==> config.mk <==
export PLATFORM = sky130hd
export DESIGN_NAME = dshot_tx_flat
export DESIGN_NICKNAME = d
export VERILOG_FILES = /design/src/rtl/dshot_tx_if.sv /design/src/rtl/dshot_tx.sv /design/src/flat_wrapper.sv
export SDC_FILE = /design/constraint.sdc
export NUM_CORES = 1
export LEC_CHECK = 0
export CAP_MARGIN = 0
export CORE_UTILIZATION = 60
export DETAILED_ROUTE_END_ITERATION = 10
export GPL_TIMING_DRIVEN = 0
export PLACE_DENSITY = 0.82
export SYNTH_ARGS = -nofsm -noshare
export SYNTH_HDL_FRONTEND = slang
export SYNTH_SLANG_ARGS = --single-unit
==> constraint.sdc <==
create_clock -name clk -period 4.04 [get_ports clk]
set_input_delay 0.404 -clock clk [delete_from_list [all_inputs] [get_ports clk]]
set_output_delay 0.404 -clock clk [all_outputs]
set_load 0.005 [all_outputs]
==> src/rtl/dshot_tx_if.sv <==
// Frame-request handshake between a DShot frame source and the dshot_tx serialiser.
`timescale 1ns/1ps

interface dshot_tx_if;
  logic [10:0] throttle;
  logic        telem;
  logic        in_valid;
  logic        in_ready;

  modport master (output throttle, output telem, output in_valid, input in_ready);
  modport slave  (input throttle, input telem, input in_valid, output in_ready);
endinterface

==> src/rtl/dshot_tx.sv <==
// DShot frame transmitter: checksums {throttle, telem} and serialises the 16-bit frame
// MSB first on a registered line using duty-cycle bit encoding, followed by a low gap.
`timescale 1ns/1ps

module dshot_tx #(
  parameter int unsigned BIT_CYCLES = 107,
  parameter int unsigned T0H_CYCLES = 40,
  parameter int unsigned T1H_CYCLES = 80,
  parameter int unsigned GAP_CYCLES = 32
) (
  input  logic      clk,
  input  logic      rst,
  dshot_tx_if.slave s_in,
  output logic      dshotPin,
  output logic      frame_done
);

  typedef enum logic [1:0] {S_IDLE, S_SEND, S_GAP} state_t;

  localparam logic [15:0] LP_BIT_LAST = 16'(BIT_CYCLES - 1);
  localparam logic [15:0] LP_T0H      = 16'(T0H_CYCLES);
  localparam logic [15:0] LP_T1H      = 16'(T1H_CYCLES);
  localparam logic [15:0] LP_GAP_LAST = 16'(GAP_CYCLES - 1);

  state_t      r_state;
  logic [15:0] r_shift;
  logic [3:0]  r_bit_cnt;
  logic [15:0] r_cyc_cnt;
  logic        r_pin;
  logic        r_frame_done;
  logic        r_in_ready;

  logic [11:0] w_v;
  logic [3:0]  w_crc;
  logic [15:0] w_frame;
  logic        w_accept;
  logic [15:0] w_th;

  // Checksum folds the three nibbles of {throttle, telem}.
  assign w_v      = {s_in.throttle, s_in.telem};
  assign w_crc    = w_v[3:0] ^ w_v[7:4] ^ w_v[11:8];
  assign w_frame  = {w_v, w_crc};
  assign w_accept = s_in.in_valid && r_in_ready;
  assign w_th     = r_shift[15] ? LP_T1H : LP_T0H;

  assign dshotPin      = r_pin;
  assign frame_done    = r_frame_done;
  assign s_in.in_ready = r_in_ready;

  // NOTE: every register here, the shift register included, is cleared by the async
  // reset so an interrupted frame leaves no residue; all updates are non-blocking.
  always_ff @(posedge clk or posedge rst) begin
    if (rst) begin
      r_state      <= S_IDLE;
      r_shift      <= 16'd0;
      r_bit_cnt    <= 4'd0;
      r_cyc_cnt    <= 16'd0;
      r_pin        <= 1'b0;
      r_frame_done <= 1'b0;
      r_in_ready   <= 1'b1;
    end else begin
      r_frame_done <= 1'b0;
      case (r_state)
        S_IDLE: begin
          r_pin <= 1'b0;
          if (w_accept) begin
            r_shift    <= w_frame;
            r_bit_cnt  <= 4'd15;
            r_cyc_cnt  <= 16'd0;
            r_in_ready <= 1'b0;
            r_state    <= S_SEND;
          end
        end

        S_SEND: begin
          r_pin <= (r_cyc_cnt < w_th);
          if (r_cyc_cnt == LP_BIT_LAST) begin
            r_cyc_cnt <= 16'd0;
            r_shift   <= {r_shift[14:0], 1'b0};
            if (r_bit_cnt == 4'd0) begin
              r_state <= S_GAP;
            end else begin
              r_bit_cnt <= r_bit_cnt - 4'd1;
            end
          end else begin
            r_cyc_cnt <= r_cyc_cnt + 16'd1;
          end
        end

        // The gap's final cycle also reopens the handshake, so a held request is
        // taken on the very next edge.
        S_GAP: begin
          r_pin <= 1'b0;
          if (r_cyc_cnt == LP_GAP_LAST) begin
            r_cyc_cnt    <= 16'd0;
            r_frame_done <= 1'b1;
            r_in_ready   <= 1'b1;
            r_state      <= S_IDLE;
          end else begin
            r_cyc_cnt <= r_cyc_cnt + 16'd1;
          end
        end

        default: begin
          r_pin      <= 1'b0;
          r_in_ready <= 1'b1;
          r_state    <= S_IDLE;
        end
      endcase
    end
  end

endmodule

==> src/flat_wrapper.sv <==
// flat-port wrapper written by rule: the top's interface ports become plain ports
module dshot_tx_flat 
#(
  parameter int unsigned BIT_CYCLES = 107,
  parameter int unsigned T0H_CYCLES = 40,
  parameter int unsigned T1H_CYCLES = 80,
  parameter int unsigned GAP_CYCLES = 32
)
  (clk, rst, dshotPin, frame_done, s_in_throttle, s_in_telem, s_in_in_valid, s_in_in_ready);
  dshot_tx_if s_in_i ();
  input  logic clk;
  input  logic rst;
  output logic dshotPin;
  output logic frame_done;
  input wire logic [$bits(s_in_i.throttle)-1:0] s_in_throttle;
  input wire logic [$bits(s_in_i.telem)-1:0] s_in_telem;
  input wire logic [$bits(s_in_i.in_valid)-1:0] s_in_in_valid;
  output wire logic [$bits(s_in_i.in_ready)-1:0] s_in_in_ready;
  assign s_in_i.throttle = s_in_throttle;
  assign s_in_i.telem = s_in_telem;
  assign s_in_i.in_valid = s_in_in_valid;
  assign s_in_in_ready = s_in_i.in_ready;
  dshot_tx #(.BIT_CYCLES(BIT_CYCLES), .T0H_CYCLES(T0H_CYCLES), .T1H_CYCLES(T1H_CYCLES), .GAP_CYCLES(GAP_CYCLES)) u_core (.clk(clk), .rst(rst), .s_in(s_in_i), .dshotPin(dshotPin), .frame_done(frame_done));
endmodule
==> flow_summary.json, run 1 <==
{
  "io_buffers": 17,
  "post_cts_buffers": 0,
  "swShare_pct": 21.2,
  "ant_nets": 0,
  "drt_iter0_drc": 119,
  "leakage_uw": 0.00123,
  "yosys_warnings": 0,
  "setup-tns-final_ns": 0,
  "seq_area_frac_synth_pct": 44.8,
  "grt_antenna_before_repair": 0,
  "grt_overflow_total": 0,
  "crit_fanout": 10,
  "final_layout_size_suffix_gt1_share_pct": 5.22,
  "path_class": "reg2reg",
  "cts_tree": "done",
  "wl_mm": 4.67,
  "setup_viol_count_final": 0,
  "routed_via_density": 5.90,
  "ys.flop_type": "dfrtp_1",
  "rows": 22,
  "globalplace.congestion": 0.870,
  "cp.arrival_ns": 2.89,
  "rsz0062_at_grt": "false",
  "cts.sinks": 41,
  "ys_ff_latch": 41,
  "die_w_um": 63.8,
  "num_vias": 1863,
  "utilization_pct": 71.7,
  "hold_class": "reg2reg",
  "post-dp-hpwl_mm": 3.31,
  "synth_cell_types": 43,
  "syn2layout_area_growth_pct": 14.5,
  "pre_cts_ws_ns": 1.42,
  "synth_area_sq_mm": 0.00229,
  "synth_edf_count": 0,
  "avgSynthCellArea_sq_um": 9.44,
  "dr.pass1.iters": 4,
  "track_usage_pct": 25.9,
  "max_cap_violations": 0,
  "period_minus_slack_ns": 2.71,
  "die_area_sq_mm": 0.00407,
  "wl_per_cell_um": 14.8,
  "fmax_mhz": 368,
  "grt_pass1_vias": 1766,
  "synthArstFlopShare_pct": 100,
  "die_y_um": 63.8,
  "drv_slew": 0,
  "required_ns": 4.22,
  "start_kind": "flip-flop",
  "switchingPower_uw": 157,
  "end_kind": "flip-flop",
  "powerDensity_mw_per_mm2": 282,
  "clk_pin_slew_ns": 0.08,
  "ir_drop_mv": 0.219,
  "root_buffer": "clkbuf_8",
  "clockBufferDepth": 2,
  "design_area_sq_mm": 0.00263,
  "comb_power_share_pct": 4.7,
  "fin_skew_ns": 0.00665,
  "drc": 0,
  "initial_core_util_pct": 62.6,
  "grt_pass1_wl_mm": 8.03,
  "clkPwrFrac_pct": 39.8,
  "hold_buffers": 0,
  "placedInstanceArea_sq_mm": 0.00252,
  "htree_levels": 2,
  "cts_made_buffers": 5,
  "hold_viol_final": 0,
  "fin_nets": 292,
  "syn_nets": 268,
  "status": "completed",
  "grt_max_degree": 42,
  "p_int_uw": 582,
  "cts_resized": 0,
  "fin_ws_ns": 1.33,
  "slew_headroom_pct": 36.3,
  "post-route-period-util_pct": 67.2,
  "diodes": 0,
  "tightest_slew_ns": 0.947,
  "clkLatencyLatePin_ns": 0.29,
  "ios": 18,
  "seq_power_share_pct": 55.5,
  "core_sq_mm": 0.00366,
  "synth_cells": 243
}
sequential cells by signal (all words and copies together) (netlist names):
signal and flops:
u_core.r_shift 16, u_core.dshotPin 1, u_core.frame_done 1, u_core.s_in.in_ready 1
u_core.r_cyc_cnt 16, u_core.r_state 2, u_core.r_bit_cnt 4
metal layers:
metal	GRT usage (%)	wire, um	vias to the layer above
li1	-	-	914
met5	0	0	-
met1	34.5	2210	883
met2	41.4	2130	55
met4	9.38	93	0
met3	5.89	226	11
final timing paths:
kind	from	to	slack, ns	cells after the start
worst max-delay path	u_core.r_cyc_cnt[0]	u_core.r_cyc_cnt[15]	1.33	8
worst min-delay path	u_core.r_shift[14]	u_core.r_shift[14]	0.48	2
worst max register to register	u_core.r_cyc_cnt[0]	u_core.r_cyc_cnt[15]	1.33	8
worst min register to register	u_core.r_shift[14]	u_core.r_shift[14]	0.48	2
max in group asynchronous	rst	u_core.r_shift[5]	2.90	2
min in group asynchronous	rst	u_core.r_cyc_cnt[8]	0.59	2
cells by family after synthesis:
kind of cell | Yosys count | share of synthesized area, %
fa+ha+maj | 10 | 5.46
xor+xnor | 17 | 6.49
flops | 41 | 44.8
simple gates | 93 | 20.8
compound gates | 48 | 12.7
buf+inv | 19 | 3.16
mux | 15 | 6.66
metrics by stage:
step                      std cells  total power [uW]  hold WS (ns)
after floorplan                 243               433         0.450
after global routing            316               768         0.509
final                           316               739         0.485
after global placement          308               453         0.463
after CTS                       316               747         0.487
after detailed placement        308               454         0.471
power groups by stage:
stage                     combinational, uW  sequential [uW]  clock (uW)
after CTS                              35.3              410         301
after global routing                   38.3              410         319
after floorplan                        14.9              418           0
after global placement                 34.6              418           0
final                                  34.7              410         294
after detailed placement               35.4              418           0
placed cells by master (no fill, tap or decap), types with 3 or more instances in the layout:
master            n
nor2b_1           3
nor3_1            6
inv_1            11
nand3_1           7
ha_1             10
o31ai_1           3
mux2i_1          13
dfrtp_1          40
clkdlybuf4s50_1  17
a21oi_1          10
xnor2_1           6
xor2_1           11
nor4_1            5
a22o_1            3
nand4_1           6
nor2_1           21
and3_1            5
or4_1             4
clkbuf_1          4
o21ai_0          21
clkbuf_8          7
nand2_1          23
worst max-delay path, cell delays in order (launching register included):
cell and delay [ns]:
dfrtp_1 0.41, inv_1 0.10, ha_1 0.15, nor4bb_1 0.59
a41oi_1 0.41, a2bb2oi_1 0.40, and2_1 0.23, buf_2 0.24
nor2_1 0.08
cell type report:
class                   count  area [sq um]
plain buffers               7          27.5
clock inverters             1          5.00
clock buffers               7          96.3
inverters                  12          45.0
fillers                   282          1040
flip-flops and latches     41          1030
well taps                  48          60.1
repair buffers             17           170
multi-input cells         183          1190
cells in the mapped netlist, types with 2 or more instances:
master,instances,area [sq um]
or3_1,2,12.5
nor4_1,5,31.3
inv_1,12,45.0
and4_1,2,17.5
ha_1,10,125
a22o_1,3,26.3
nor4bb_1,2,20.0
nand3_1,7,35.0
nand2_1,23,86.3
xnor2_1,6,52.6
dfrtp_1,40,1000
clkbuf_1,4,15.0
mux2i_1,13,130
xor2_1,11,96.3
nand4_1,6,37.5
mux2_2,2,22.5
and3_1,5,31.3
nor2_1,21,78.8
a21oi_1,10,50.1
and2_1,2,12.5
o21ai_0,21,105
o21ai_1,2,10.0
o31ai_1,3,22.5
nor2b_1,3,18.8
or4_1,4,30.0
nor3_1,6,30.0
buf_1,2,7.51
Power figures use the tool's default switching activity.
==> run 2: changes to the inputs <==
--- a/config.mk
+++ b/config.mk
@@ -6,10 +6,10 @@
 export NUM_CORES = 1
 export LEC_CHECK = 0
 export CAP_MARGIN = 0
-export CORE_UTILIZATION = 60
+export CORE_UTILIZATION = 52
 export DETAILED_ROUTE_END_ITERATION = 10
 export GPL_TIMING_DRIVEN = 0
-export PLACE_DENSITY = 0.82
+export PLACE_DENSITY = 0.75
 export SYNTH_ARGS = -nofsm -noshare
 export SYNTH_HDL_FRONTEND = slang
 export SYNTH_SLANG_ARGS = --single-unit
==> constraint.sdc (replaced) <==
create_clock -name clk -period 2.45 [get_ports clk]
set_input_delay 0.245 -clock clk [delete_from_list [all_inputs] [get_ports clk]]
set_output_delay 0.245 -clock clk [all_outputs]
set_load 0.005 [all_outputs]
==> run 2 against run 1 <==
Via count down 1.8%; sequential power increased by 65%; core utilization is 6.8 points lower; critical endpoint is now u_core.r_bit_cnt[3]; clock power up 47%; wire length shrank 0.54%; final area increased by 1.7%; maximum frequency up 17%; register-to-register slack lost 1.2 ns.
==> flow_summary.json, run 2 (same netlist as run 1, synthesis figures left out) <==
{
  "status": "completed",
  "required_ns": 2.63,
  "diodes": 0,
  "routed_via_density": 5.75,
  "slew_headroom_pct": 43.1,
  "clkLatencyLatePin_ns": 0.29,
  "ios": 18,
  "period_minus_slack_ns": 2.32,
  "seq_power_share_pct": 58.1,
  "path_class": "reg2reg",
  "grt_antenna_before_repair": 0,
  "globalplace.congestion": 0.806,
  "clkPwrFrac_pct": 37.1,
  "switchingPower_uw": 261,
  "htree_levels": 2,
  "io_buffers": 17,
  "wl_per_cell_um": 14.6,
  "fillers": 344,
  "ant_nets": 0,
  "mostFrequentLayoutCells": "40 x dfrtp_1, 23 x nand2_1, 21 x nor2_1, 21 x o21ai_0, 17 x clkdlybuf4s50_1",
  "hold_class": "in2async",
  "setup-tns-final_ns": 0,
  "leakage_uw": 0.00124,
  "core_sq_mm": 0.00412,
  "hold_viol_final": 0,
  "comb_power_share_pct": 4.9,
  "die_area_sq_mm": 0.00468,
  "holdWs_ns": 0.442,
  "utilization_pct": 64.9,
  "post-dp-hpwl_mm": 3.26,
  "fmax_mhz": 431,
  "grt_pass1_vias": 1626,
  "ir_drop_mv": 0.336,
  "drv_slew": 0,
  "wl_mm": 4.64,
  "hold_buffers": 0,
  "final_common_cell": "dfrtp_1",
  "power_uw": 1160,
  "setup_viol_count_final": 0,
  "multiInputGateArea_sq_mm": 0.00125,
  "final_layout_size_suffix_gt1_share_pct": 8.96,
  "p_int_uw": 904,
  "fin_ws_ns": 0.129,
  "max_cap_violations": 0,
  "drc": 0,
  "start_kind": "flip-flop",
  "post-route-period-util_pct": 94.7,
  "cts_tree": "done",
  "dr.pass1.iters": 4,
  "clk_pin_slew_ns": 0.08,
  "clockBufferDepth": 2,
  "tightest_slew_ns": 0.853,
  "end_kind": "flip-flop",
  "fin_nets": 292,
  "powerDensity_mw_per_mm2": 436,
  "grt_pass1_wl_mm": 7.80,
  "rrSetupSlack_ns": 0.13,
  "track_usage_pct": 22.7,
  "rsz0062_at_grt": "false",
  "pre_cts_ws_ns": -0.159,
  "initial_core_util_pct": 55.7,
  "syn2layout_area_growth_pct": 16.4,
  "grt_max_degree": 42,
  "die_y_um": 68.4,
  "seq_area_sq_mm": 0.00103,
  "largestRegisters": "u_core.r_cyc_cnt x16, u_core.r_shift x16, u_core.r_bit_cnt x4",
  "cts.sinks": 41,
  "crit_fanout": 4,
  "rows": 23,
  "die_w_um": 68.4,
  "root_buffer": "clkbuf_8",
  "grt_overflow_total": 0,
  "cp.arrival_ns": 2.50,
  "num_vias": 1829,
  "drt_iter0_drc": 156,
  "swShare_pct": 22.4,
  "fin_skew_ns": 0.0124,
  "cts_made_buffers": 5
}
[run 2: path summary, 6_finish.rpt]
path / from / end / depth (start not counted)
min in group clk: u_core.r_shift[12] / u_core.r_shift[12] / 2
worst max-delay path: u_core.r_cyc_cnt[0] / u_core.r_bit_cnt[3] / 7
worst min register to register: u_core.r_shift[12] / u_core.r_shift[12] / 2
max in group asynchronous: rst / u_core.r_shift[4] / 2
worst max register to register: u_core.r_cyc_cnt[0] / u_core.r_bit_cnt[3] / 7
worst min-delay path: rst / u_core.r_shift[11] / 2
[run 2: critical path: stages (launching register included)]
cell      delay (ns)
dfrtp_1         0.42
inv_1           0.09
ha_1            0.16
nor4bb_4        0.38
nand4_1         0.22
or4_1           0.48
o21ai_1         0.12
or3b_1          0.34
[run 2: cell type report]
type / count / share of cell area [%]
tap: 50 / 2.34
sequential: 41 / 38.5
timing repair buffer: 18 / 6.65
clock inverter: 2 / 0.375
multi-input combinational: 183 / 46.7
buffer: 6 / 1.03
clock buffer: 6 / 2.72
inverter: 12 / 1.69
[run 2: metrics by stage]
stage	instance area, sq um	instances
finish	2670	318
global route	2670	318
CTS	2640	318
detailed placement	2530	310
global placement	2530	310
floorplan	2290	243
[run 2: power groups by stage]
stage,Clock (uW),Combinational [uW],Sequential [uW]
after floorplan,0,24.6,690
after global placement,0,57.7,690
after detailed placement,0,58.1,690
after CTS,443,58.0,676
after global routing,473,64.2,676
final,431,56.6,676
[run 2: metal layers]
layer	part of all wire [%]	wire length [um]	vias up	GRT usage, %
met5	0	0	-	0
met4	1.0	47	0	6.77
met3	3.4	160	5	5.33
met2	45	2110	38	33.9
met1	50	2320	872	32.2
li1	-	-	914	-
[run 2: what timing repair did]
item	CTS	global route
buffers inserted	0	1
pin swaps	0	1
setup endpoints to repair	26	26
gates resized for setup	4	11
endpoints found under the hold margin	0	0
